File: config.mk
export PLATFORM = sky130hd
export DESIGN_NAME = rv_lsu
export DESIGN_NICKNAME = d
export VERILOG_FILES = /design/src/rtl/lsu_pkg.sv /design/src/rtl/lsu_align.sv /design/src/rtl/rv_lsu.sv
export SDC_FILE = /design/constraint.sdc
export NUM_CORES = 1
export LEC_CHECK = 0
export BUFFER_PORTS_ARGS = -buffer_cell sky130_fd_sc_hd__buf_2
export CAP_MARGIN = 30
export CORE_MARGIN = 1
export CORE_UTILIZATION = 53
export CTS_BUF_LIST = sky130_fd_sc_hd__clkbuf_4 sky130_fd_sc_hd__clkbuf_8
export DETAILED_ROUTE_END_ITERATION = 8
export PLACE_DENSITY = 0.8
export SLEW_MARGIN = 15
export SYNTH_ARGS = -nofsm -noshare
export SYNTH_HDL_FRONTEND = slang
export SYNTH_HIERARCHICAL = 1
export SYNTH_SLANG_ARGS = --single-unit
File: constraint.sdc
create_clock -name clk -period 4.7 [get_ports clk]
set_clock_uncertainty 0.15 [all_clocks]
set_input_delay 0.47 -clock clk [delete_from_list [all_inputs] [get_ports clk]]
set_output_delay 0.47 -clock clk [all_outputs]
set_load 0.1 [all_outputs]
File: src/rtl/lsu_pkg.sv
// Shared definitions for the RV32I load/store unit: funct3 op codes, FSM states and size helpers.
package lsu_pkg;

    localparam logic [2:0] LSU_OP_B  = 3'b000;
    localparam logic [2:0] LSU_OP_H  = 3'b001;
    localparam logic [2:0] LSU_OP_W  = 3'b010;
    localparam logic [2:0] LSU_OP_D  = 3'b011;
    localparam logic [2:0] LSU_OP_BU = 3'b100;
    localparam logic [2:0] LSU_OP_HU = 3'b101;
    localparam logic [2:0] LSU_OP_WU = 3'b110;

    typedef enum logic [1:0] {
        ST_IDLE = 2'd0,
        ST_ACC0 = 2'd1,
        ST_ACC1 = 2'd2,
        ST_RESP = 2'd3
    } lsu_state_e;

    function automatic int lsu_bytes(input int width);
        return width / 8;
    endfunction

    function automatic int lsu_off_w(input int width);
        return $clog2(width / 8);
    endfunction

    // Access size in bytes; 0 marks an encoding with no size.
    function automatic logic [3:0] lsu_size(input logic [2:0] op);
        case (op)
            LSU_OP_B, LSU_OP_BU: return 4'd1;
            LSU_OP_H, LSU_OP_HU: return 4'd2;
            LSU_OP_W, LSU_OP_WU: return 4'd4;
            LSU_OP_D:            return 4'd8;
            default:             return 4'd0;
        endcase
    endfunction

    function automatic logic lsu_op_legal(input logic [2:0] op, input int width);
        case (op)
            LSU_OP_B, LSU_OP_H, LSU_OP_W, LSU_OP_BU, LSU_OP_HU: return 1'b1;
            LSU_OP_D, LSU_OP_WU:                                return (width == 64);
            default:                                            return 1'b0;
        endcase
    endfunction

endpackage

File: src/rtl/lsu_align.sv
// Combinational lane logic: byte-enable/write-data shift across two beats and load merge/extension.
module lsu_align
    import lsu_pkg::*;
#(
    parameter int WIDTH = 32,
    localparam int BYTES = lsu_bytes(WIDTH),
    localparam int OFF_W = lsu_off_w(WIDTH)
) (
    input  logic [2:0]       i_op,
    input  logic [OFF_W-1:0] i_off,
    input  logic [WIDTH-1:0] i_wdata,
    input  logic [WIDTH-1:0] i_rdata0,
    input  logic [WIDTH-1:0] i_rdata1,
    output logic [BYTES-1:0] o_be0,
    output logic [BYTES-1:0] o_be1,
    output logic [WIDTH-1:0] o_wdata0,
    output logic [WIDTH-1:0] o_wdata1,
    output logic [WIDTH-1:0] o_rdata
);

    // Shift left then back right so the top bit of the access lands on the MSB for sign fill.
    function automatic logic [WIDTH-1:0] extend(input logic [WIDTH-1:0] v,
                                                input logic [3:0]       size,
                                                input logic             uns);
        logic signed [WIDTH-1:0] s;
        int                      lsh;
        lsh = WIDTH - 8 * int'(size);
        if (lsh < 0) lsh = 0;
        s = $signed(v << lsh);
        if (uns) begin
            extend = (v << lsh) >> lsh;
        end else begin
            s = s >>> lsh;
            extend = s;
        end
    endfunction

    logic [3:0]         w_size;
    logic [2*BYTES-1:0] w_mask;
    logic [2*BYTES-1:0] w_be;
    logic [2*WIDTH-1:0] w_wd;
    logic [WIDTH-1:0]   w_rd;

    always_comb begin
        w_size = lsu_size(i_op);
        w_mask = '0;
        for (int i = 0; i < BYTES; i++) begin
            if (i < int'(w_size)) w_mask[i] = 1'b1;
        end
        w_be = w_mask << i_off;
        w_wd = {{WIDTH{1'b0}}, i_wdata} << {i_off, 3'b000};
        w_rd = WIDTH'({i_rdata1, i_rdata0} >> {i_off, 3'b000});
    end

    assign o_be0    = w_be[BYTES-1:0];
    assign o_be1    = w_be[2*BYTES-1:BYTES];
    assign o_wdata0 = w_wd[WIDTH-1:0];
    assign o_wdata1 = w_wd[2*WIDTH-1:WIDTH];
    assign o_rdata  = extend(w_rd, w_size, i_op[2]);

endmodule

File: src/rtl/rv_lsu.sv
// RV32I/RV64I load/store unit: request latch, handshaked bus FSM with timeout, one-cycle response.
// Define LSU_MISALIGN_SPLIT_EN to run lane-crossing accesses as two aligned beats instead of faulting.
module rv_lsu
    import lsu_pkg::*;
#(
    parameter int WIDTH       = 32,
    parameter int TIMEOUT_CYC = 255,
    localparam int BYTES = lsu_bytes(WIDTH),
    localparam int OFF_W = lsu_off_w(WIDTH)
) (
    input  logic             clk,
    input  logic             rst,
    input  logic             req_valid,
    output logic             req_ready,
    input  logic             req_we,
    input  logic [2:0]       req_op,
    input  logic [WIDTH-1:0] req_addr,
    input  logic [WIDTH-1:0] req_wdata,
    output logic             rsp_valid,
    output logic [WIDTH-1:0] rsp_rdata,
    output logic             rsp_err,
    output logic             mem_req,
    output logic             mem_we,
    output logic [WIDTH-1:0] mem_addr,
    output logic [BYTES-1:0] mem_be,
    output logic [WIDTH-1:0] mem_wdata,
    input  logic             mem_ack,
    input  logic [WIDTH-1:0] mem_rdata
);

    localparam int CNT_W = (TIMEOUT_CYC > 1) ? $clog2(TIMEOUT_CYC + 1) : 1;

    lsu_state_e       r_state, w_state_nx;
    logic             r_we;
    logic [2:0]       r_op;
    logic [WIDTH-1:0] r_addr;
    logic [WIDTH-1:0] r_wdata;
    logic [WIDTH-1:0] r_beat0;
    logic [WIDTH-1:0] r_beat1;
    logic             r_err;
    logic             r_split;
    logic [CNT_W-1:0] r_cnt;

    logic [3:0]       w_req_size;
    logic [OFF_W-1:0] w_req_off;
    logic             w_req_split;
    logic             w_req_bad;
    logic             w_accept;
    logic             w_in_acc;
    logic             w_timeout;
    logic [WIDTH-1:0] w_base;
    logic [BYTES-1:0] w_be0, w_be1;
    logic [WIDTH-1:0] w_wd0, w_wd1;
    logic [WIDTH-1:0] w_rdata_ext;

    assign w_req_size = lsu_size(req_op);
    assign w_req_off  = req_addr[OFF_W-1:0];

`ifdef LSU_MISALIGN_SPLIT_EN
    assign w_req_split = (int'(w_req_off) + int'(w_req_size)) > BYTES;
    assign w_req_bad   = !lsu_op_legal(req_op, WIDTH);
`else
    assign w_req_split = 1'b0;
    assign w_req_bad   = !lsu_op_legal(req_op, WIDTH) ||
                         ((w_req_off & OFF_W'(int'(w_req_size) - 1)) != '0);
`endif

    assign w_accept  = req_valid && (r_state == ST_IDLE);
    assign w_in_acc  = (r_state == ST_ACC0) || (r_state == ST_ACC1);
    assign w_timeout = (TIMEOUT_CYC != 0) && w_in_acc && !mem_ack &&
                       (r_cnt == CNT_W'(TIMEOUT_CYC - 1));
    assign w_base    = r_addr & ~WIDTH'(BYTES - 1);

    lsu_align #(.WIDTH(WIDTH)) u_align (
        .i_op     (r_op),
        .i_off    (r_addr[OFF_W-1:0]),
        .i_wdata  (r_wdata),
        .i_rdata0 (r_beat0),
        .i_rdata1 (r_beat1),
        .o_be0    (w_be0),
        .o_be1    (w_be1),
        .o_wdata0 (w_wd0),
        .o_wdata1 (w_wd1),
        .o_rdata  (w_rdata_ext)
    );

    always_ff @(posedge clk or posedge rst) begin
        if (rst) r_state <= ST_IDLE;
        else     r_state <= w_state_nx;
    end

    always_comb begin
        w_state_nx = r_state;
        req_ready  = 1'b0;
        rsp_valid  = 1'b0;
        rsp_err    = 1'b0;
        rsp_rdata  = '0;
        mem_req    = 1'b0;
        mem_we     = 1'b0;
        mem_addr   = '0;
        mem_be     = '0;
        mem_wdata  = '0;
        case (r_state)
            ST_IDLE: begin
                req_ready = 1'b1;
                if (req_valid) w_state_nx = w_req_bad ? ST_RESP : ST_ACC0;
            end
            ST_ACC0: begin
                mem_req   = 1'b1;
                mem_we    = r_we;
                mem_addr  = w_base;
                mem_be    = w_be0;
                mem_wdata = w_wd0;
                if (mem_ack)        w_state_nx = r_split ? ST_ACC1 : ST_RESP;
                else if (w_timeout) w_state_nx = ST_RESP;
            end
            ST_ACC1: begin
                mem_req   = 1'b1;
                mem_we    = r_we;
                mem_addr  = w_base + WIDTH'(BYTES);
                mem_be    = w_be1;
                mem_wdata = w_wd1;
                if (mem_ack || w_timeout) w_state_nx = ST_RESP;
            end
            ST_RESP: begin
                rsp_valid  = 1'b1;
                rsp_err    = r_err;
                rsp_rdata  = (r_err || r_we) ? '0 : w_rdata_ext;
                w_state_nx = ST_IDLE;
            end
            default: w_state_nx = ST_IDLE;
        endcase
    end

    // Beat buffers start at zero so a single-beat access merges against an empty upper half.
    always_ff @(posedge clk or posedge rst) begin
        if (rst) begin
            r_we    <= 1'b0;
            r_op    <= '0;
            r_addr  <= '0;
            r_wdata <= '0;
            r_beat0 <= '0;
            r_beat1 <= '0;
            r_err   <= 1'b0;
            r_split <= 1'b0;
            r_cnt   <= '0;
        end else begin
            if (w_accept) begin
                r_we    <= req_we;
                r_op    <= req_op;
                r_addr  <= req_addr;
                r_wdata <= req_wdata;
                r_err   <= w_req_bad;
                r_split <= w_req_split;
                r_beat0 <= '0;
                r_beat1 <= '0;
            end
            if (w_in_acc && mem_ack) begin
                if (r_state == ST_ACC0) r_beat0 <= mem_rdata;
                else                    r_beat1 <= mem_rdata;
            end
            if (w_timeout) r_err <= 1'b1;
            if (!w_in_acc || mem_ack) r_cnt <= '0;
            else                      r_cnt <= r_cnt + 1'b1;
        end
    end

endmodule

; ---- Word-level counts from Yosys, hierarchy flattened
; Cells that the tools add are included.
; W data, S select, Z words.
[totals]
register_bits = 143
out_inout_bits = 105
inputBits = 104
word_cells = 104
[op_classes]
shifts = 6
bitwise = 1
magnitude_cmp = 5
eq_ne = 19
reduce_logical = 26
muxes = 34
add_sub_neg = 4
[ops]
columns = cell, count
row1 = $mux W32, 10
row2 = $pmux W32 S2, 2
row3 = $shl A32 B5 Y64, 1
row4 = $shr A64 B5 Y32, 1
row5 = $add A32 B3 Y32 const B, 1
row6 = $lt A32 B1 Y1 const B, 1
row7 = $shl A32 B32 Y32, 1
row8 = $shr A32 B32 Y32, 1
row9 = $sshr A32 B32 Y32, 1
row10 = $eq A3 B3 Y1 const B, 6
row11 = $pmux W2 S4, 2
row12 = $pmux W4 S4, 1
row13 = $reduce_or A2 Y1, 7
row14 = $eq A3 B2 Y1 const B, 4
row15 = $mux W1, 12
row16 = $mux W2, 5
row17 = $add A8 B1 Y8 const B, 1
row18 = $eq A8 B8 Y1 const B, 1
row19 = $lt A1 B4 Y1 const A, 2
row20 = $lt A2 B4 Y1 const A, 2
row21 = $mux W8, 1
row22 = $pmux W4 S2, 1
row23 = $shl A4 B2 Y8, 1
row24 = $sub A6 B7 Y8 const A, 1
row25 = other kinds (16), 29

; ---- Depth between registers and ports, before layout
; Gate-level depths: netlist of the first run.
[depth]
word_depth = 11
depth_mapped = 12
ltp_nobuf = 8

; ---- Cells and area by module
; The synthesis of the first run kept the hierarchy.
[by_module_without_submodules]
columns = module, area_each_um2, cells_each, n_inst, seq_area_each_um2
row1 = rv_lsu, 7578.5, 798, 1, 3578.4
row2 = lsu_align, 3101.7, 450, 1, 0.0

; ---- Least setup slack after synthesis of the first run
; Ideal clock, no wire load.
[synth_path]
kind = reg-to-output
start = register r_state[0]
end = output port mem_addr[19]
required_time_ps = 4080
n_path_buf = 2
stages_incl_launch_ff = 8
setup_slack_ps = -1172
arrival_time_ps = 5252
cell_sequence = dfrtp_1 -> inv_1 -> ha_1 -> clkbuf_1 -> and2_1 -> clkbuf_1 -> nand3_1 -> o41ai_1
[synth_via]
elab_chain_cells = 2
word_cells_on_any_way = 3
cone_classes = 2 x eq/ne / 1 x mux
[synth_lines]
columns = element, line
row1 = "start, declared", rv_lsu.sv:33  ; lsu_state_e r_state, w_state_nx;
row2 = "start signal, assigned", rv_lsu.sv:89  ; else r_state <= w_state_nx;
row3 = $eq A2 B2 Y1 / $eq A2 B1 Y1 (equally long branches), rv_lsu.sv:103  ; case (r_state)
row4 = $pmux W32 S2 (*), rv_lsu.sv:103
row5 = "end, declared", rv_lsu.sv:24  ; output logic [WIDTH-1:0] mem_addr,
; Every way passes the cells marked *; elsewhere a longest branch is shown, timed or not.

; ---- Final worst setup path of the first run
[layout_path]
start = register r_op[0]
end = output port rsp_rdata[13]
[layout_via]
elab_chain_cells = 11
word_cells_on_any_way = 20
cone_classes = 1 x add/sub / 1 x order compare / 6 x eq/ne / 3 x shift / 5 x mux / 4 x reduce/logical
[layout_lines]
columns = element, line
row1 = "start, declared", rv_lsu.sv:35  ; logic [2:0] r_op;
row2 = "start signal, assigned", rv_lsu.sv:150  ; r_op <= req_op;
row3 = "$eq A3 B2 Y1, or another cell as far along", lsu_pkg.sv:29  ; case (op)
row4 = $reduce_or A2 Y1, lsu_pkg.sv:29
row5 = $pmux W4 S4 (*), lsu_pkg.sv:29
row6 = $sub A6 B7 Y8 (*), lsu_align.sv:27  ; lsh = WIDTH - 8 * int'(size);
row7 = $lt A32 B1 Y1, lsu_align.sv:28  ; if (lsh < 0) lsh = 0;
row8 = $mux W32 (*), lsu_align.sv:28
row9 = $shl A32 B32 Y32, "lsu_align.sv:29, lsu_align.sv:31"
row10 = $sshr A32 B32 Y32 / $shr A32 B32 Y32 (equally long branches), "lsu_align.sv:33, lsu_align.sv:31"
row11 = $mux W32 (*), lsu_align.sv:30  ; if (uns) begin
row12 = via w_rdata_ext[13], rv_lsu.sv:54  ; logic [WIDTH-1:0] w_rdata_ext;
row13 = $mux W32 (*), rv_lsu.sv:128  ; rsp_rdata = (r_err || r_we) ? '0 : w_rdata_ext;
row14 = $mux W32 (*), rv_lsu.sv:103
row15 = "end, declared", rv_lsu.sv:20  ; output logic [WIDTH-1:0] rsp_rdata,
; The timed path passes the listed nets; every way through them passes the cells marked *.

==> metrics.md, run 1 <==
| Metric | Value |
|---|---|
| Status | `completed` |
| Routability cong. | `0.977` |
| # setup viols final | `0` |
| Starting Density | `54.8%` |
| Hold Path Class | `in2reg` |
| Die span in x | `142 µm` |
| CTS H-tree lvls | `4` |
| Post-DP HPWL | `20800 µm` |
| Crit Path Class | `reg2out` |
| Avg Cell Area, Syn | `8.54 µm²` |
| Sink Count | `135` |
| Pin count of the biggest net entering global routing | `69` |
| Clock transition at the registers of the reported paths | `0.08 ns` |
| Post-Syn Area | `10400 µm²` |
| First-pass GRT wire length | `47600 µm` |
| RSZ-0062 raised after global routing | `no` |
| Vias after detailed routing | `9994` |
| Hold_ws | `0.0783 ns` |
| Later-pin clock latency in the skew report | `0.44 ns` |
| Routed WL | `30100 µm` |
| Chip Height | `142 µm` |
| Initial antenna violation count | `1` |
| Drt first pass iters | `6` |
| Wire per inst | `18.5 µm` |
| Required time worst endpoint | `4.08 ns` |
| Crit Path Max Fanout | `33` |
| Max-slew headroom | `45.2%` |
| Core area | `19000 µm²` |
| Final Hold Fails | `0` |
| R2R Setup Slk | `2.13 ns` |
| Die footprint | `20100 µm²` |
| Vias in the first global route | `9062` |
| Aggregate global routing overflow | `0` |
| Initial DRC count | `819` |
| Fin nets | `1467` |
| Clk buf depth | `2` |
| Syn-to-layout area delta | `16.7%` |
| # DRC | `0` |
| Number of buffers created by CTS | `17` |
| Fin util | `63.9%` |
| # port buffers | `206` |
| Worst-Margin Slew | `0.821 ns` |
| Layer with the highest usage | `met2` |
| Cells after Synth | `1216` |
| Final antenna-violating net count | `0` |
| MaxCap Viol Count | `0` |
| Final Slew Violations | `0` |
| Hold Buf Count CTS | `1` |
| Total GRT Usage | `30.0%` |
| Setup_tns | `0 ns` |
| Root buffer cell | `clkbuf_8` |
| IO Count | `209` |
| Post-layout worst setup margin | `0.334 ns` |
| Proportion of layout cells with a drive suffix above 1 | `27.6%` |
| Worst EP arrival | `3.75 ns` |
| Tmin final | `4.37 ns` |
| Final Cycle Share | `92.9%` |
| Achievable clock frequency | `0.229 GHz` |
| CTS tree | `done` |
| Pre-CTS WS | `0.678 ns` |
| Post-cts sizing count | `0` |
| Routed vias/inst | `6.15` |
| Post-CTS setup buffers | `0` |
| Ys Warns | `6` |
| Met2 GRT Util | `49.6%` |
| Type of origin of the critical path | `register` |
| Row count | `50` |
| M1 GR Usage | `39.0%` |
| M3 GR Usage | `6.02%` |
| Endpoint class of the critical path | `output pin` |
==> placed cells by master, fill, tap and decap left out, types with 9 or more instances in the layout <==
cell type / n
buf_12: 19
clkbuf_8: 17
conb_1: 11
o21ai_0: 73
nand3_1: 41
a22oi_1: 37
and2_1: 50
nand2_1: 194
buf_4: 17
nor2b_1: 45
o21a_1: 21
mux2_2: 80
and3_1: 16
dfrtp_1: 134
nor2_1: 67
a311oi_1: 13
mux2i_1: 53
o31ai_1: 16
a21oi_1: 28
inv_1: 16
buf_2: 189
a31oi_1: 9
a211oi_1: 27
o22ai_1: 16
==> registers in the layout, summed over array words and instances (netlist names) <==
| register | count |
|---|---|
| r_err | 1 |
| r_wdata | 32 |
| r_op | 3 |
| r_addr | 32 |
| r_state | 2 |
| r_beat1 | 24 |
| r_we | 1 |
| r_cnt | 8 |
| r_beat0 | 32 |
==> worst paths after layout <==
kind                                         from                      to  cells past startpoint
setup / recovery              r_op[0]$_DFFE_PP0P_           rsp_rdata[13]                     11
min in group asynchronous                     rst  r_addr[17]$_DFFE_PP0P_                      3
setup reg to reg           r_state[0]$_DFFE_PP0P_   r_beat0[22]$_DFF_PP0_                      7
hold reg to reg             r_beat1[20]$_DFF_PP0_   r_beat1[20]$_DFF_PP0_                      2
max in group asynchronous                     rst   r_addr[0]$_DFFE_PP0P_                      4
hold / removal                      mem_rdata[26]   r_beat0[26]$_DFF_PP0_                      3
==> layer usage <==
layer	share of wire, %	vias up
met5	0	-
met1	41	4816
met2	48	485
li1	-	4636
met3	7.5	57
met4	2.8	0
==> per-stage QoR <==
stage,cells,instance area (µm²)
finish,1626,12100
global route,1626,12100
CTS,1623,12100
detailed placement,1591,11600
global placement,1590,11600
floorplan,1225,10400
==> critical path, stage by stage (launching register included) <==
cell and delay, ns:
dfrtp_1 0.42, buf_4 0.36, nand2b_1 0.18, ha_1 0.53
nand3b_1 0.14, a21oi_2 0.43, buf_6 0.24, o31ai_1 0.09
o22ai_1 0.34, o2bb2ai_1 0.11, and2_1 0.14, buf_2 0.28
==> area by class of cell <==
class | instances | area [µm²]
Sequential cell | 135 | 3380
Fill cell | 1587 | 6840
Clock buffer | 20 | 256
Multi-Input combinational cell | 953 | 6420
Clock inverter | 11 | 174
Timing Repair Buffer | 227 | 1480
Inverter | 19 | 78.8
Tap cell | 260 | 325
Antenna cell | 1 | 2.50
Power of run 1 is left out: the tool's default activity adds up to more than one toggle a clock period on the data nets, which glitch-free logic cannot reach.
==> run 2, diff against run 1 <==
- CORE_MARGIN: 1 -> 4
==> metrics.md, run 2 (same netlist as run 1, synthesis figures left out) <==
| Metric | Value |
|---|---|
| Top Registers | `r_addr x32, r_beat0 x32, r_wdata x32` |
| Met2 GRT Util | `44.7% (-5.0 points)` |
| Tmin final | `4.15 ns (-0.217 ns)` |
| Core area | `19000 µm² (unchanged)` |
| Post-cts sizing count | `0 (unchanged)` |
| Aggregate global routing overflow | `0 (unchanged)` |
| # setup viols final | `0 (unchanged)` |
| Required time worst endpoint | `4.08 ns (about the same)` |
| Worst EP arrival | `3.53 ns (-0.22 ns)` |
| Final antenna-violating net count | `0 (unchanged)` |
| Routed WL | `31000 µm (+3.0%)` |
| Root buffer cell | `clkbuf_8` |
| Wire per inst | `19.0 µm (+3.0%)` |
| Number of buffers created by CTS | `17 (unchanged)` |
| Post-CTS setup buffers | `0 (unchanged)` |
| M1 GR Usage | `37.1% (-1.8 points)` |
| ANT cells | `0 (-1)` |
| Proportion of layout cells with a drive suffix above 1 | `27.7% (+0.11 points)` |
| Setup crit end | `rsp_rdata[23]` |
| Endpoint class of the critical path | `output pin` |
| R2R depth | `7 (unchanged)` |
| Initial antenna violation count | `1 (unchanged)` |
| Post-DP HPWL | `21100 µm (+1.3%)` |
| Sink Count | `135 (unchanged)` |
| Type of origin of the critical path | `register` |
| Initial DRC count | `1136 (+39%)` |
| Routed vias/inst | `6.13 (-0.30%)` |
| Hold Path Class | `in2reg` |
| Commonest non-fill, non-tap cell in the layout | `nand2_1` |
| Layer with the highest usage | `met2` |
| Achievable clock frequency | `0.241 GHz (+5.2%)` |
| Setup_tns | `0 ns (unchanged)` |
| # port buffers | `206 (unchanged)` |
| Die span in x | `148 µm (+4.2%)` |
| Routability cong. | `0.938 (-4.0%)` |
| M3 GR Usage | `5.58% (-0.44 points)` |
| Later-pin clock latency in the skew report | `0.46 ns (+0.02 ns)` |
| Row count | `50 (unchanged)` |
| Commonest non-fill, non-tap cells in the layout | `nand2_1, buf_2, dfrtp_1` |
| Hold Buf Count CTS | `0 (-1)` |
| Fin util | `63.9% (about the same)` |
| Status | `completed` |
| Total GRT Usage | `27.5% (-2.5 points)` |
| MaxCap Viol Count | `0 (unchanged)` |
| CP max stage delay | `0.51 ns (-0.02 ns)` |
| Clk buf depth | `2 (unchanged)` |
| Vias in the first global route | `9272 (+2.3%)` |
| Finished Layout Cells | `1627 (+0.062%)` |
| Worst-Margin Slew | `0.818 ns (-0.00309 ns)` |
| Clock transition at the registers of the reported paths | `0.08 ns (about the same)` |
| Vias after detailed routing | `9970 (-0.24%)` |
| Fin nets | `1468 (+0.068%)` |
| Final Cycle Share | `88.3% (-4.6 points)` |
| CTS tree | `done` |
| Die footprint | `21900 µm² (+8.6%)` |
| Syn-to-layout area delta | `16.8% (about the same)` |
| Final Slew Violations | `0 (unchanged)` |
| First-pass GRT wire length | `49000 µm (+2.8%)` |
| Starting Density | `54.8% (unchanged)` |
| CP cell instances | `or2_1, ha_1, nor2b_1, a32oi_4, nor3_2, nand2_1, o311ai_1, and2_1, buf_12` |
| Pin count of the biggest net entering global routing | `102 (+48%)` |
| R2R Setup Slk | `2.03 ns (-0.10 ns)` |
| Reg-to-reg startpoint | `r_state[0]$_DFFE_PP0P_` |
| Drt first pass iters | `5 (-1)` |
| Placed cells | `1591 (unchanged)` |
| Worst path slowest cell | `dfrtp_1` |
| RSZ-0062 raised after global routing | `no` |
| Chip Height | `148 µm (+4.2%)` |
| Final Hold Fails | `0 (unchanged)` |
| Worst Setup SP | `r_op[0]$_DFFE_PP0P_` |
| # DRC | `0 (unchanged)` |
| IO Count | `209 (unchanged)` |
| Worst R2R End | `r_beat0[18]$_DFF_PP0_` |
| CTS H-tree lvls | `4 (unchanged)` |
| Crit Path Max Fanout | `15 (-55%)` |
| Max-slew headroom | `45.5% (+0.32 points)` |
| Crit Path Class | `reg2out` |
[run 2: changes by cell type in the layout (fill, tap and decap cells not counted)]
cell        before  now
clkbuf_8        17   18
buf_16           0    1
bufinv_16        4    2
clkinvlp_4       0    2
clkinv_4         4    3
inv_6            2    6
buf_6            1    2
buf_4           17   16
clkinv_2         2    1
clkbuf_4         3    0
inv_8            0    1
diode_2          1    0
[run 2: critical path, delay by kind of cell (launching register included)]
family / cells / cell delay [ns]
buffers and inverters: 1 / 0.20
adder cells (fa/ha/maj): 1 / 0.50
AO/OA/AOI/OAI: 2 / 0.39
flip-flops: 1 / 0.51
AND/OR/NAND/NOR: 5 / 1.47
[run 2: how the worst min path moves through the flow]
stage	start	end	slack [ns]	cells after the start
floorplan	r_beat1[23]$_DFF_PP0_	r_beat1[23]$_DFF_PP0_	0.31	2
global placement	r_beat1[20]$_DFF_PP0_	r_beat1[20]$_DFF_PP0_	0.33	2
detailed placement	r_beat1[22]$_DFF_PP0_	r_beat1[22]$_DFF_PP0_	0.34	2
CTS	mem_rdata[15]	r_beat1[15]$_DFF_PP0_	0.04	3
global route	mem_rdata[27]	r_beat0[27]$_DFF_PP0_	0.04	3
finish	mem_rdata[13]	r_beat1[13]$_DFF_PP0_	0.06	3
[run 2: through the flow]
stage / cell area [µm²] / setup slack [ns] / hold slack (ns)
after floorplan: 10400 / -0.00945 / 0.311
after global placement: 11600 / 0.970 / 0.331
after detailed placement: 11600 / 0.858 / 0.338
after CTS: 12100 / 0.352 / 0.0400
after global routing: 12100 / 0.314 / 0.0362
final: 12100 / 0.551 / 0.0600
[run 2: layout make-up]
class,count,area (µm²)
multi-input combinational,953,6420
timing repair buffer,228,1510
tap,260,325
fill,1614,6840
clock inverter,14,161
sequential,135,3380
clock buffer,18,248
inverter,19,78.8
[run 2: per-layer routing]
layer  wire length [µm]  part of all wire (%)
met1              13000                    42
met2              14700                    47
met3               2410                   7.8
met4                850                   2.7
met5                  0                     0
Power of run 2 is left out for the same reason.
